[src/rtl/alu_pkg.sv]
// Shared types for the ALU register sequencer: opcode map, illegal opcodes, FSM states.
package alu_pkg;

   localparam int unsigned DefaultWidth = 32;

   typedef enum logic [3:0] {
      OpAnd  = 4'b0000,
      OpOr   = 4'b0001,
      OpXor  = 4'b0010,
      OpNor  = 4'b0011,
      OpSll  = 4'b0100,
      OpSrl  = 4'b0101,
      OpAdd  = 4'b0110,
      OpSub  = 4'b0111,
      OpSlt  = 4'b1000,
      OpMul  = 4'b1001,
      OpDiv  = 4'b1010,
      OpMod  = 4'b1011,
      OpSltu = 4'b1100,
      OpSra  = 4'b1101
   } alu_op_e;

   localparam logic [3:0] OpIllegal0 = 4'b1110;
   localparam logic [3:0] OpIllegal1 = 4'b1111;

   typedef enum logic [1:0] {
      StIdle,
      StExec,
      StWb
   } seq_state_e;

   function automatic logic is_illegal(input logic [3:0] op);
      return (op == OpIllegal0) || (op == OpIllegal1);
   endfunction

   function automatic logic is_divmod(input logic [3:0] op);
      return (op == OpDiv) || (op == OpMod);
   endfunction

endpackage

[src/rtl/alu_regfile.sv]
// NREGS x WIDTH register file: one write port, three combinational read ports, r0 reads as zero.
module alu_regfile #(
   parameter int unsigned WIDTH = 32,
   parameter int unsigned NREGS = 8,
   parameter int unsigned AW    = $clog2(NREGS)
) (
   input  logic             clk,
   input  logic             rst_n,
   input  logic             we,
   input  logic [AW-1:0]    waddr,
   input  logic [WIDTH-1:0] wdata,
   input  logic [AW-1:0]    raddr_a,
   output logic [WIDTH-1:0] rdata_a,
   input  logic [AW-1:0]    raddr_b,
   output logic [WIDTH-1:0] rdata_b,
   input  logic [AW-1:0]    raddr_c,
   output logic [WIDTH-1:0] rdata_c
);

   logic [WIDTH-1:0] mem [NREGS];

   always_ff @(posedge clk or negedge rst_n) begin
      if (!rst_n) begin
         for (int i = 0; i < int'(NREGS); i++) begin
            mem[i] <= '0;
         end
      end else if (we && (waddr != '0)) begin
         mem[waddr] <= wdata;
      end
   end

   assign rdata_a = (raddr_a == '0) ? '0 : mem[raddr_a];
   assign rdata_b = (raddr_b == '0) ? '0 : mem[raddr_b];
   assign rdata_c = (raddr_c == '0) ? '0 : mem[raddr_c];

endmodule

[src/rtl/alu_reg_sequencer.sv]
// Three-phase (accept, execute, writeback) sequencer driving an external combinational ALU
// and owning the register file, flags and sticky error bits.
module alu_reg_sequencer
   import alu_pkg::*;
#(
   parameter int unsigned WIDTH = DefaultWidth,
   parameter int unsigned NREGS = 8,
   parameter int unsigned AW    = $clog2(NREGS)
) (
   input  logic             clk,
   input  logic             rst_n,
   input  logic             instr_valid,
   output logic             instr_ready,
   input  logic [3:0]       instr_op,
   input  logic [AW-1:0]    instr_rd,
   input  logic [AW-1:0]    instr_rs1,
   input  logic [AW-1:0]    instr_rs2,
   input  logic             load_en,
   input  logic [AW-1:0]    load_addr,
   input  logic [WIDTH-1:0] load_data,
   output logic [WIDTH-1:0] alu_a,
   output logic [WIDTH-1:0] alu_b,
   output logic [3:0]       alu_opcode,
   input  logic [WIDTH-1:0] alu_result,
   input  logic             alu_zero,
   input  logic             alu_negative,
   input  logic             alu_carryout,
   input  logic             alu_overflow,
   output logic             wb_valid,
   output logic [AW-1:0]    wb_rd,
   output logic [WIDTH-1:0] wb_data,
   output logic [3:0]       flags,
   output logic [2:0]       sticky,
   input  logic             clr_sticky,
   input  logic [AW-1:0]    dbg_addr,
   output logic [WIDTH-1:0] dbg_data
);

   seq_state_e       state_q, state_d;
   logic [3:0]       op_q;
   logic [AW-1:0]    rd_q, rs1_q, rs2_q;
   logic [WIDTH-1:0] result_q;
   logic [3:0]       cap_flags_q, flags_q;
   logic [2:0]       sticky_q, sticky_d;
   logic             rf_we;
   logic [AW-1:0]    rf_waddr;
   logic [WIDTH-1:0] rf_wdata, rs1_data, rs2_data;
   logic             accept, illegal, div0, capture;

   alu_regfile #(
      .WIDTH (WIDTH),
      .NREGS (NREGS),
      .AW    (AW)
   ) u_regfile (
      .clk     (clk),
      .rst_n   (rst_n),
      .we      (rf_we),
      .waddr   (rf_waddr),
      .wdata   (rf_wdata),
      .raddr_a (rs1_q),
      .rdata_a (rs1_data),
      .raddr_b (rs2_q),
      .rdata_b (rs2_data),
      .raddr_c (dbg_addr),
      .rdata_c (dbg_data)
   );

   assign accept  = (state_q == StIdle) && instr_valid;
   assign illegal = is_illegal(op_q);
   assign div0    = is_divmod(op_q) && (rs2_data == '0);
   assign capture = (state_q == StExec) && !illegal;

   // Loads and writebacks share the single write port; they never overlap in time.
   always_comb begin
      state_d     = state_q;
      instr_ready = 1'b0;
      alu_a       = '0;
      alu_b       = '0;
      alu_opcode  = '0;
      wb_valid    = 1'b0;
      wb_rd       = '0;
      wb_data     = '0;
      rf_we       = 1'b0;
      rf_waddr    = '0;
      rf_wdata    = '0;
      unique case (state_q)
         StIdle: begin
            instr_ready = 1'b1;
            if (load_en) begin
               rf_we    = 1'b1;
               rf_waddr = load_addr;
               rf_wdata = load_data;
            end
            if (instr_valid) state_d = StExec;
         end
         StExec: begin
            alu_a      = rs1_data;
            alu_b      = rs2_data;
            alu_opcode = op_q;
            state_d    = illegal ? StIdle : StWb;
         end
         StWb: begin
            wb_valid = 1'b1;
            wb_rd    = rd_q;
            wb_data  = result_q;
            rf_we    = 1'b1;
            rf_waddr = rd_q;
            rf_wdata = result_q;
            state_d  = StIdle;
         end
         default: state_d = StIdle;
      endcase
   end

   // Clear first so a same-cycle set event wins.
   always_comb begin
      sticky_d = clr_sticky ? 3'b000 : sticky_q;
      if ((state_q == StExec) && illegal) sticky_d[0] = 1'b1;
      if (capture && div0)                sticky_d[1] = 1'b1;
      if ((state_q == StWb) && cap_flags_q[0]) sticky_d[2] = 1'b1;
   end

   always_ff @(posedge clk or negedge rst_n) begin
      if (!rst_n) begin
         state_q     <= StIdle;
         op_q        <= '0;
         rd_q        <= '0;
         rs1_q       <= '0;
         rs2_q       <= '0;
         result_q    <= '0;
         cap_flags_q <= '0;
         flags_q     <= '0;
         sticky_q    <= '0;
      end else begin
         state_q  <= state_d;
         sticky_q <= sticky_d;
         if (accept) begin
            op_q  <= instr_op;
            rd_q  <= instr_rd;
            rs1_q <= instr_rs1;
            rs2_q <= instr_rs2;
         end
         if (capture) begin
            result_q    <= div0 ? '0 : alu_result;
            cap_flags_q <= {alu_zero, alu_negative, alu_carryout, alu_overflow};
         end
         if (state_q == StWb) flags_q <= cap_flags_q;
      end
   end

   assign flags  = flags_q;
   assign sticky = sticky_q;

endmodule
[config.mk]
export PLATFORM = sky130hd
export DESIGN_NAME = alu_reg_sequencer
export DESIGN_NICKNAME = d
export VERILOG_FILES = /design/src/rtl/alu_pkg.sv /design/src/rtl/alu_regfile.sv /design/src/rtl/alu_reg_sequencer.sv
export SDC_FILE = /design/constraint.sdc
export NUM_CORES = 1
export LEC_CHECK = 0
export CORE_ASPECT_RATIO = 0.75
export CORE_MARGIN = 2
export CORE_UTILIZATION = 50
export DETAILED_ROUTE_END_ITERATION = 10
export MAX_ROUTING_LAYER = met4
export PLACE_DENSITY_LB_ADDON = 0.12
export SYNTH_ARGS = -nofsm -noshare
export SYNTH_HDL_FRONTEND = slang
export SYNTH_HIERARCHICAL = 1
export SYNTH_SLANG_ARGS = --single-unit
[constraint.sdc]
create_clock -name clk -period 7.7 [get_ports clk]
set_clock_uncertainty 0.15 [all_clocks]
set_input_delay 1.155 -clock clk [delete_from_list [all_inputs] [get_ports clk]]
set_output_delay 1.155 -clock clk [all_outputs]
set_load 0.005 [all_outputs]
# Yosys cells after proc, flatten, opt, wreduce, memory -nomap -nowiden
# Cells that the tools add are included.
# totals
output_inout_bits	144
ff_bits	314
in_bits	92
elab_cells	91
# classes
n_lt_le_gt_ge	5
n_eq_ne	7
n_bitwise	4
reduce_logical	20
muxes	36
# op_table
cell	n
two-way mux 32 bit	15
binary-select mux 32 bit (select 3 bit)	3
bitwise mux 256 bit	1
demux 32 bit (select 3 bit)	1
one-hot mux 32 bit (2 select lines)	1
logical NOT 32 bit	1
== test 4 bit, second input constant	4
greater-or-equal comparator 4 bit, second input constant	4
inverter 3 -> 4 bit	4
logical NOT 3 bit	3
two-way mux 3 bit	3
logical AND 1 bit	8
two-way mux 1 bit	6
one-hot mux 3 bit (2 select lines)	1
nonzero test 2 bit	3
less-than comparator 4 x 1 -> 1 bit, second input constant	1
two-way mux 2 bit	2
two-way mux 4 bit	1
one-hot mux 2 bit (2 select lines)	1
nonzero test 3 bit	1
== test 2 x 1 -> 1 bit, second input constant	1
== test 2 bit, second input constant	1
logical NOT 2 bit	1
logical OR 1 bit	2
other kinds (3)	3

# Logic depth before layout (Yosys ltp)
# Gate-level depths: netlist of run 1.
# depth
ltp_word	9
mapped_depth	11
depth_no_buf	6

# Modules after synthesis
# The synthesis of run 1 kept the hierarchy.
# modules_own_cells
module	n_inst	area_per_inst_um2	cells_per_inst
alu_regfile	1	14132.3	1073
alu_reg_sequencer	1	3737.3	385

# Worst setup path before layout of run 1
# Ideal clock, no wire load.
# synth_timing
path_kind	input to output
from	input dbg_addr[0]
to	output dbg_data[26]
cell_stages	5
arrival_time_ns	2.076
slack_ns	4.319
path_buffers	2
path_cell_list	buf_6 -> buf_6 -> mux2_2 -> a221oi_1 -> a221oi_2
# synth_via
elab_chain_cells	5
# synth_lines
element	line	rtl
start: declaration	alu_reg_sequencer.sv:35	input logic [AW-1:0] dbg_addr,
inverter 3 -> 4 bit (implied by the code)	alu_regfile.sv:34	assign rdata_c = (raddr_c == '0) ? '0 : mem[raddr_c];
binary-select mux 32 bit (select 3 bit)	alu_regfile.sv:34	
two-way mux 32 bit (implied by the code) (2 in series)	alu_regfile.sv:34	
two-way mux 32 bit *	alu_regfile.sv:34	
end: declaration	alu_reg_sequencer.sv:36	output logic [WIDTH-1:0] dbg_data
# Every way passes the cells marked *; elsewhere a longest branch is shown, timed or not. The select of a mux whose other input is x is not followed.

# Worst setup path in the final report of run 1
# layout_timing
from	input dbg_addr[0]
to	output dbg_data[9]
# The elaborated chain is that of the path after synthesis.

==> results.md, run 1 <==
- Outcome: finished, final reports clean
- Pins Over Slew Limit: 0
- Share of total power consumed by net switching: 39.76%
- Fraction of synthesized cell area taken by the top area cell type: 39.49%
- Synth top area cells: sky130_fd_sc_hd__dfrtp_1 (39%), sky130_fd_sc_hd__mux2_2 (17%), sky130_fd_sc_hd__mux2i_1 (11%), sky130_fd_sc_hd__a221oi_1 (8.6%), sky130_fd_sc_hd__mux2_4 (5.0%)
- Average wire per cell in the routed design: 28.44 µm
- Category of the worst setup path launch point: input pin
- Cells after synthesis: 1,458
- Hold_buf cts: 0
- Violation count after the first detailed-route iteration: 1,292
- Crit path max-delay family: buffers and inverters
- Worst setup EP type: output port
- Later-pin clock latency in the skew report: 0.60 ns
- Highest layer used for signal routing: met4
- Antenna diodes: 0
- # placed instances: 2,021
- Wire length of the first global-routing pass: 89.52 mm
- Starting density of the core: 51.18%
- Clk root buf: sky130_fd_sc_hd__clkbuf_16
- Final cycle utilization of the critical path: 72.50%
- Area growth from synthesis to final layout: 17.47%
- Floorplan die area: 37,280 µm²
- Global placement routability congestion: 0.8328
- Worst-path clk slew: 0.06 ns
- Post-CTS sizing: 0
- Sequential area share after synthesis: 39.49%
- Final number of setup-violating endpoints: 0
- Ratio of routed vias to standard cells: 6.712
- DR pass1 iterations: 5
- Maximum ir drop on the vdd rail: 0.0002373 V
- Leading area contributor after synthesis: sky130_fd_sc_hd__dfrtp_1
- Number of synthesized flops with an enable pin: 0
- Largest net degree at the start of global routing: 159
- Maximum net fanout on the critical path: 47
- Worst EP required: 6.39 ns
- Met2 Routed Length: 26.81 mm
- Clk sink count: 282
- Synthesized Nets: 1,550
- H-tree Lvls: 1
- Post-layout net count: 1,689
- Syn Std Cell Area: 17,870 µm²
- Net switching power: 0.003268 W
- Setup repair after global routing missed its margin: false
- Post-route DRC violation count: 0
- Number of cells in the finished layout apart from fillers: 2,079
- Combined buffer and inverter count along the critical path: 3
- Antenna violations before repair: 0
- Die boundary height: 167.7 µm
- Num ports: 236
- Residual overflow from global routing: 0
- Residual antenna-violating net count after detailed routing: 0
- CTS Buf Count: 31
- Overall die width: 222.3 µm
- Relative slew margins: 24.77%
- Worst-margin pin slew: 1.128 ns
- Proportion of power drawn by flip-flops and latches: 34.5%
- Most common library cell in the layout ignoring fill and taps: sky130_fd_sc_hd__dfrtp_1
- Crit path arrival time: 4.28 ns
- Ys Warns: 6
- CP Class: input pin to output port
- Hold Violations, Final: 0
- Sum of met3 wire segment lengths after detailed routing: 4.925 mm
- Number of buffers between clock root and the deepest sink: 3
- Total Routing Usage GR: 31.95%
- Wire length the detailed router placed on met1: 25.89 mm
- Port Buffer Count: 235
- Post-CTS setup repair buffer count: 0
- Leakage power summed over all cells: 9.504 nW
- Crit-path cells: buf_4, nor2b_2, buf_4, a221oi_1, a221oi_1, clkdlybuf4s50_1
- Top_reg_cell synth: sky130_fd_sc_hd__dfrtp_1
- Post-detail-place hpwl: 36.50 mm
- Syn avg cell area: 12.26 µm²
- # Max-Cap Violations: 0
- Power Dens Cells: 391.5 nW/µm²
- Share of synthesized flip-flops with an asynchronous set or reset: 100.0%
- Standard-cell rows: 59
- Final Routed Wirelength: 59.14 mm
- Number of global-route vias before repair: 14,200
- Layout cell share with drive strength beyond 1: 27.19%
- Highest clock rate: 179.1 MHz
- CTS tree: built
- Core Footprint: 34,920 µm²
- Routed via count: 13,950
- Most frequent cells in the layout: sky130_fd_sc_hd__dfrtp_1 (279), sky130_fd_sc_hd__mux2_2 (262), sky130_fd_sc_hd__clkdlybuf4s50_1 (233)
- Max stage delay on crit path: 0.85 ns
- Minimum clock period: 5.583 ns
- Cell-internal power: 0.004951 W
- Setup TNS after final layout: 0 ns
- Combinational share of power: 46.1%
- Cell variety after synth: 50
- Class of the tightest hold or removal check: flop to flop
- Post-synthesis register bit count: 282
- Clock share of power: 19.4%
- Cell with the largest stage delay on the worst path: sky130_fd_sc_hd__nor2b_2
[cells by family after synthesis]
kind of cell / synth area share (%)
and+or+nand+nor: 6.757
buffers and inverters: 6.554
muxes: 33.22
AOI/OAI and AO/OA: 13.98
DFF: 39.49
[state kept, by name, indices dropped and copies added, names as in the netlist]
register / cells
rs1_q: 3
flags: 4
rs2_q: 3
rd_q: 3
sticky: 3
cap_flags_q: 4
result_q: 32
u_regfile/mem: 224
state_q: 2
op_q: 4
[layer usage]
layer,vias to the layer above,global-route usage (%)
met2,699,48.70
met4,0,8.666
met1,7191,43.61
met3,110,6.229
met5,-,-
li1,5954,-
[final timing paths]
path                       cells after the start                  to  slack, ns        start
setup / recovery                               6         dbg_data[9]       2.12  dbg_addr[0]
hold / removal                                 1             rd_q[1]       0.33      rd_q[1]
setup reg to reg                               8        result_q[29]       3.09     rs2_q[0]
hold reg to reg                                1             rd_q[1]       0.33      rd_q[1]
max in group asynchronous                      2  u_regfile/mem[101]       5.73        rst_n
min in group asynchronous                      1  u_regfile/mem[119]       0.36        rst_n
[final cells by class]
class / count / area [µm²]
Timing Repair Buffer: 264 / 2585
Tap cell: 457 / 571.8
Sequential cell: 282 / 7066
Clock inverter: 19 / 210.2
Clock buffer: 39 / 865.8
Inverter: 5 / 18.77
Multi-Input combinational cell: 1013 / 9674
Fill cell: 2838 / 13930
[power by group through the flow]
| stage | sequential, W | combinational (W) | clock [W] |
|---|---|---|---|
| finish | 0.00284 | 0.00379 | 0.00159 |
| global route | 0.00292 | 0.00402 | 0.00167 |
| CTS | 0.00281 | 0.00375 | 0.00161 |
| detailed placement | 0.00282 | 0.00374 | 0 |
| global placement | 0.00279 | 0.00368 | 0 |
| floorplan | 0.00250 | 0.00273 | 0 |
[cells in the mapped netlist (all sizes together), types with 3 or more instances]
master    n
a221oi  183
buf      87
nand3    33
nand4b    3
nor2      4
a21o     35
mux2i   188
a211oi    5
and2    108
nor2b    10
nor4      7
a32oi    32
nand2     4
o21ai    34
clkbuf   69
a311oi    4
inv       5
mux2    340
dfrtp   282
[per-stage QoR]
stage	worst slack, ns	hold WS [ns]	utilization, %	area, µm²	total power (W)
after CTS	2.143	0.3309	60.12	20990	0.008170
after floorplan	4.319	0.2989	-	17870	0.005238
after global routing	2.033	0.3476	60.12	20990	0.008605
after detailed placement	2.247	0.3179	57.04	19920	0.006560
after global placement	2.283	0.3130	57.04	19920	0.006467
final	2.117	0.3283	60.12	20990	0.008219
Note: power is estimated with default switching activity, not from simulation.
==> run 2, diff against run 1 <==
==> constraint.sdc (replaced) <==
create_clock -name clk -period 5.2 [get_ports clk]
set_clock_uncertainty 0.15 [all_clocks]
set_input_delay 0.78 -clock clk [delete_from_list [all_inputs] [get_ports clk]]
set_output_delay 0.78 -clock clk [all_outputs]
set_load 0.005 [all_outputs]
==> run 2 against run 1 <==
The run now ends with negative hold slack left. Design area rose by 0.65%. Global-route usage rose by 0.63 points. Sequential share of layout area fell by 0.22 points. Cell count rose by 0.91%. Routed wire length rose by 0.81%. Clock-buffer cell count fell by 1. Worst hold slack got worse by 0.35 ns. Sequential power rose by 44%. Clock power rose by 42%. Critical path depth fell by 1. Die area did not move. Largest cell class unchanged. Largest power group unchanged.
==> results.md, run 2 (synthesis results as in run 1) <==
- Max stage delay on crit path: 0.75 ns
- Maximum ir drop on the vdd rail: 0.0003765 V
- Most frequent cells in the layout: sky130_fd_sc_hd__dfrtp_1 (279), sky130_fd_sc_hd__mux2_2 (262), sky130_fd_sc_hd__clkdlybuf4s50_1 (233)
- Library cell appearing most often on the critical path: sky130_fd_sc_hd__clkdlybuf4s50_1
- Largest net degree at the start of global routing: 119
- Setup TNS after final layout: 0 ns
- CP Class: input pin to output port
- Minimum clock period: 4.409 ns
- Residual overflow from global routing: 0
- Post-place setup slack: 0.8308 ns
- Final worst setup slack: 0.7911 ns
- Crit-path cells: clkdlybuf4s50_1, nor2b_2, buf_4, a221oi_1, clkdlybuf4s50_1
- Residual antenna-violating net count after detailed routing: 0
- Clk root buf: sky130_fd_sc_hd__clkbuf_16
- Post-CTS sizing: 0
- # Max-Cap Violations: 0
- Ratio of routed vias to standard cells: 6.659
- Setup repair after global routing missed its margin: false
- Floorplan die area: 37,280 µm²
- Most common library cell in the layout ignoring fill and taps: sky130_fd_sc_hd__dfrtp_1
- Failing checks: negative hold slack
- Category of the worst setup path launch point: input pin
- Layout fillers: 2,865
- Starting density of the core: 51.18%
- Layout cell share with drive strength beyond 1: 27.67%
- Class of the tightest hold or removal check: input pin to asynchronous set/reset pin
- Overall die width: 222.3 µm
- Register name with the most flops: u_regfile/mem
- Post-layout net count: 1,711
- Maximum net fanout on the critical path: 21
- Clk sink count: 282
- Core Footprint: 34,920 µm²
- Final Routed Wirelength: 59.61 mm
- Num ports: 236
- Post-detail-place hpwl: 38.47 mm
- Post-CTS setup repair buffer count: 0
- Antenna violations before repair: 0
- Die boundary height: 167.7 µm
- Average wire per cell in the routed design: 28.41 µm
- Power Dens Cells: 576.6 nW/µm²
- DR pass1 iterations: 5
- Cell with the largest stage delay on the worst path: sky130_fd_sc_hd__clkdlybuf4s50_1
- Port Buffer Count: 235
- Violation count after the first detailed-route iteration: 1,392
- Leakage power summed over all cells: 9.581 nW
- Later-pin clock latency in the skew report: 0.57 ns
- Worst-margin pin slew: 1.159 ns
- Highest clock rate: 226.8 MHz
- Area growth from synthesis to final layout: 18.23%
- Total area of multi-input combinational cells: 9662 µm²
- Standard-cell rows: 59
- H-tree Lvls: 1
- Flip-flop count of the largest register after layout: 224
- Routed via count: 13,970
- Worst setup EP type: output port
- Global placement routability congestion: 0.8585
- Pins Over Slew Limit: 0
- Relative slew margins: 22.40%
- Register area: 7066 µm²
- Antenna diodes: 0
- Hold Violations, Final: 8
- Final cycle utilization of the critical path: 84.79%
- Wire length of the first global-routing pass: 91.18 mm
- Crit path arrival time: 3.48 ns
- Number of global-route vias before repair: 14,460
- CTS tree: built
- Total Routing Usage GR: 32.58%
- Outcome: finished with violations
- CTS Buf Count: 29
- Final number of setup-violating endpoints: 0
- Largest registers: u_regfile/mem x224, result_q x32
- Worst EP required: 4.27 ns
- Finished Core Util: 60.51%
- Number of buffers between clock root and the deepest sink: 3
- Post-route DRC violation count: 0
- Cells on worst reg2reg path: 8
- WHS: -0.01726 ns
- Worst-path clk slew: 0.06 ns
- Hold_buf cts: 0
==> run 2: cell types whose count changed in the layout (fill, tap and decap cells not counted), sizes merged <==
cell	change
clkbuf	-1
clkinvlp	+1
inv	-2
clkinv	-4
bufinv	+1
buf	+24
==> run 2: cell type report <==
type / count / area share [%]
clock buffer: 38 / 3.784
sequential: 282 / 33.44
inverter: 5 / 0.08883
multi-input combinational: 1013 / 45.73
tap: 457 / 2.706
clock inverter: 15 / 0.9831
timing repair buffer: 288 / 13.27
==> run 2: path summary, 6_finish.rpt <==
check                      slack, ns        start            endpoint
setup / recovery                0.79  dbg_addr[2]         dbg_data[1]
hold / removal                 -0.02        rst_n  u_regfile/mem[120]
setup reg to reg                1.39     rs2_q[0]         result_q[3]
hold reg to reg                 0.33      rd_q[0]             rd_q[0]
max in group asynchronous       3.65        rst_n   u_regfile/mem[45]
min in group clk                0.33      rd_q[0]             rd_q[0]
==> run 2: metal layers <==
| metal | up-vias | track usage (%) | share of wire [%] |
|---|---|---|---|
| li1 | 5984 | - | - |
| met3 | 132 | 6.352 | 8.4 |
| met4 | 0 | 10.66 | 3.6 |
| met5 | - | - | 0 |
| met2 | 692 | 49.38 | 45 |
| met1 | 7163 | 43.99 | 43 |
==> run 2: critical path, delay by kind of cell <==
family / cells / cell delay (ns)
buffers and inverters: 3 / 1.77
AOI/OAI and AO/OA: 1 / 0.21
and+or+nand+nor: 1 / 0.71
==> run 2: stage by stage <==
stage / cell area [µm²] / cells / total power [W] / hold slack, ns
3_5_place_dp: 20120 / 2045 / 0.009829 / 0.3165
2_1_floorplan: 17870 / 1458 / 0.007756 / 0.2989
3_3_place_gp: 20120 / 2045 / 0.009686 / 0.3116
4_1_cts: 21130 / 2098 / 0.01210 / 0.004822
5_1_grt: 21130 / 2098 / 0.01278 / 0.02677
6_report: 21130 / 2098 / 0.01218 / -0.01726
==> run 2: power by group <==
group          internal (W)  switching (W)  total [W]
combinational       0.00290        0.00293    0.00583
sequential          0.00312       0.000980    0.00410
clock               0.00133       0.000927    0.00225
==> run 3, diff against run 2 <==
==> constraint.sdc (replaced) <==
create_clock -name clk -period 3.65 [get_ports clk]
set_clock_uncertainty 0.15 [all_clocks]
set_input_delay 0.5475 -clock clk [delete_from_list [all_inputs] [get_ports clk]]
set_output_delay 0.5475 -clock clk [all_outputs]
set_load 0.005 [all_outputs]
==> run 3 against run 2 <==
The run now ends clean. Highest routed layer unchanged. Critical path type is now flop to output port. Cell count rose by 2.4%. Sequential share of layout area shrank 1.1 points. Via count rose by 0.52%.
==> results.md, run 3 (synthesis results as in run 1) <==
- Class of the tightest hold or removal check: flop to flop
- Largest net degree at the start of global routing: 94
- Post-place setup slack: -0.08749 ns
- Antenna violations before repair: 5
- Relative slew margins: 42.72%
- Highest layer used for signal routing: met4
- Routed via count: 14,040
- Layout fillers: 2,770
- Violation count after the first detailed-route iteration: 1,553
- Maximum net fanout on the critical path: 9
- Register area: 7066 µm²
- Post-layout net count: 1,756
- Clk sink count: 282
- Sum of met3 wire segment lengths after detailed routing: 4.703 mm
- Standard-cell rows: 59
- Total area of multi-input combinational cells: 9847 µm²
- Worst-margin pin slew: 0.8592 ns
- Register name with the most flops: u_regfile/mem
- Port Buffer Count: 235
- Setup TNS after final layout: 0 ns
- Final number of setup-violating endpoints: 0
- Met2 Routed Length: 26.80 mm
- Category of the worst setup path launch point: flop
- Total Routing Usage GR: 32.48%
- Setup repair after global routing missed its margin: true
- Ratio of routed vias to standard cells: 6.538
- Die boundary height: 167.7 µm
- Power Dens Cells: 819.1 nW/µm²
- Final cycle utilization of the critical path: 98.88%
- Most common library cell in the layout ignoring fill and taps: sky130_fd_sc_hd__dfrtp_1
- Leakage power summed over all cells: 9.945 nW
- H-tree Lvls: 1
- Starting density of the core: 51.18%
- Num ports: 236
- Wire length of the first global-routing pass: 90.66 mm
- Most frequent cells in the layout: sky130_fd_sc_hd__dfrtp_1 (279), sky130_fd_sc_hd__mux2_2 (262), sky130_fd_sc_hd__clkdlybuf4s50_1 (233)
- Outcome: finished, final reports clean
- # Max-Cap Violations: 0
- Maximum ir drop on the vdd rail: 0.0004020 V
- Worst-path clk slew: 0.06 ns
- CTS tree: built
- Final Routed Wirelength: 59.53 mm
- Flip-flop count of the largest register after layout: 224
- Minimum clock period: 3.609 ns
- Crit path arrival time: 2.91 ns
- Average wire per cell in the routed design: 27.71 µm
- Wire length the detailed router placed on met1: 26.48 mm
- Global placement routability congestion: 0.8685
- Post-detail-place hpwl: 40.02 mm
- Largest registers: u_regfile/mem x224, result_q x32
- Residual overflow from global routing: 0
- Area growth from synthesis to final layout: 22.36%
- CP Class: flop to output port
- CTS Buf Count: 30
- Later-pin clock latency in the skew report: 0.58 ns
- Post-route DRC violation count: 0
- Final worst setup slack: 0.04104 ns
- Residual antenna-violating net count after detailed routing: 0
- Core Footprint: 34,920 µm²
- Number of global-route vias before repair: 14,450
- Pins Over Slew Limit: 0
- Number of buffers between clock root and the deepest sink: 3
- Worst EP required: 2.95 ns
- Floorplan die area: 37,280 µm²
- DR pass1 iterations: 6
- Highest clock rate: 277.1 MHz
- Worst setup EP type: output port
- Clk root buf: sky130_fd_sc_hd__clkbuf_16
- Overall die width: 222.3 µm
- Layout cell share with drive strength beyond 1: 31.26%
- Hold Violations, Final: 0
[run 3: cell types whose count changed in the layout (fill, tap and decap cells not counted), sizes merged, moves of 2 or more]
cell,before,now
clkinvlp,3,1
buf,55,98
diode,0,5
bufinv,5,2
clkbuf,38,43
[run 3: report_power, final]
part	total, W	internal [W]	switching (W)	leakage (nW)
Sequential	0.00578	0.00444	0.00134	3.72
Clock	0.00315	0.00182	0.00132	0.498
Combinational	0.00898	0.00453	0.00445	5.72
Total	0.0179	0.0108	0.00711	9.94
[run 3: what timing repair did]
| action | CTS | global route |
|---|---|---|
| gates resized for setup | 24 | 16 |
| endpoints found under the setup margin | 74 | 39 |
| hold endpoints to repair | 90 | 0 |
| hold buffers | 1 | 0 |
| setup buffers | 4 | 9 |
[run 3: area by class of cell]
class,instances,area share [%]
inverter,5,0.08583
antenna,5,0.05722
multi-input combinational,1013,45.03
timing repair buffer,332,15.33
clock buffer,43,4.074
clock inverter,11,0.4921
tap,457,2.615
sequential,282,32.31
[run 3: worst paths after layout]
check / from / slack, ns / cells past startpoint / end
max: rs2_q[1] / 0.04 / 6 / alu_b[3]
min: rd_q[1] / 0.33 / 1 / rd_q[1]
max reg2reg: rs2_q[0] / 0.32 / 10 / result_q[4]
min reg2reg: rd_q[1] / 0.33 / 1 / rd_q[1]
max in group asynchronous: rst_n / 2.06 / 3 / u_regfile/mem[110]
min in group asynchronous: rst_n / 0.44 / 2 / u_regfile/mem[120]
[run 3: stage by stage]
step | hold slack (ns) | util [%] | instances | cell area [µm²] | total power [W]
after global routing | 0.3547 | 62.62 | 2147 | 21860 | 0.01876
final | 0.3298 | 62.62 | 2148 | 21870 | 0.01791
after CTS | 0.3313 | 62.13 | 2134 | 21690 | 0.01758
after detailed placement | 0.3169 | 58.73 | 2075 | 20510 | 0.01417
after floorplan | 0.1019 | - | 1458 | 17870 | 0.01105
after global placement | 0.3120 | 58.73 | 2075 | 20510 | 0.01398
[run 3: worst max-delay path, cell delays in order (launching register included)]
cell	delay (ns)
sky130_fd_sc_hd__dfrtp_1	0.44
sky130_fd_sc_hd__buf_4	0.22
sky130_fd_sc_hd__and2_2	0.28
sky130_fd_sc_hd__buf_4	0.22
sky130_fd_sc_hd__a221oi_1	0.45
sky130_fd_sc_hd__and2_1	0.20
sky130_fd_sc_hd__clkdlybuf4s50_1	0.50
[run 3: routing by layer]
metal | up-vias | GRT usage, %
met5 | - | -
met4 | 0 | 8.226
met3 | 108 | 6.370
met2 | 670 | 49.64
met1 | 7176 | 44.44
li1 | 6089 | -
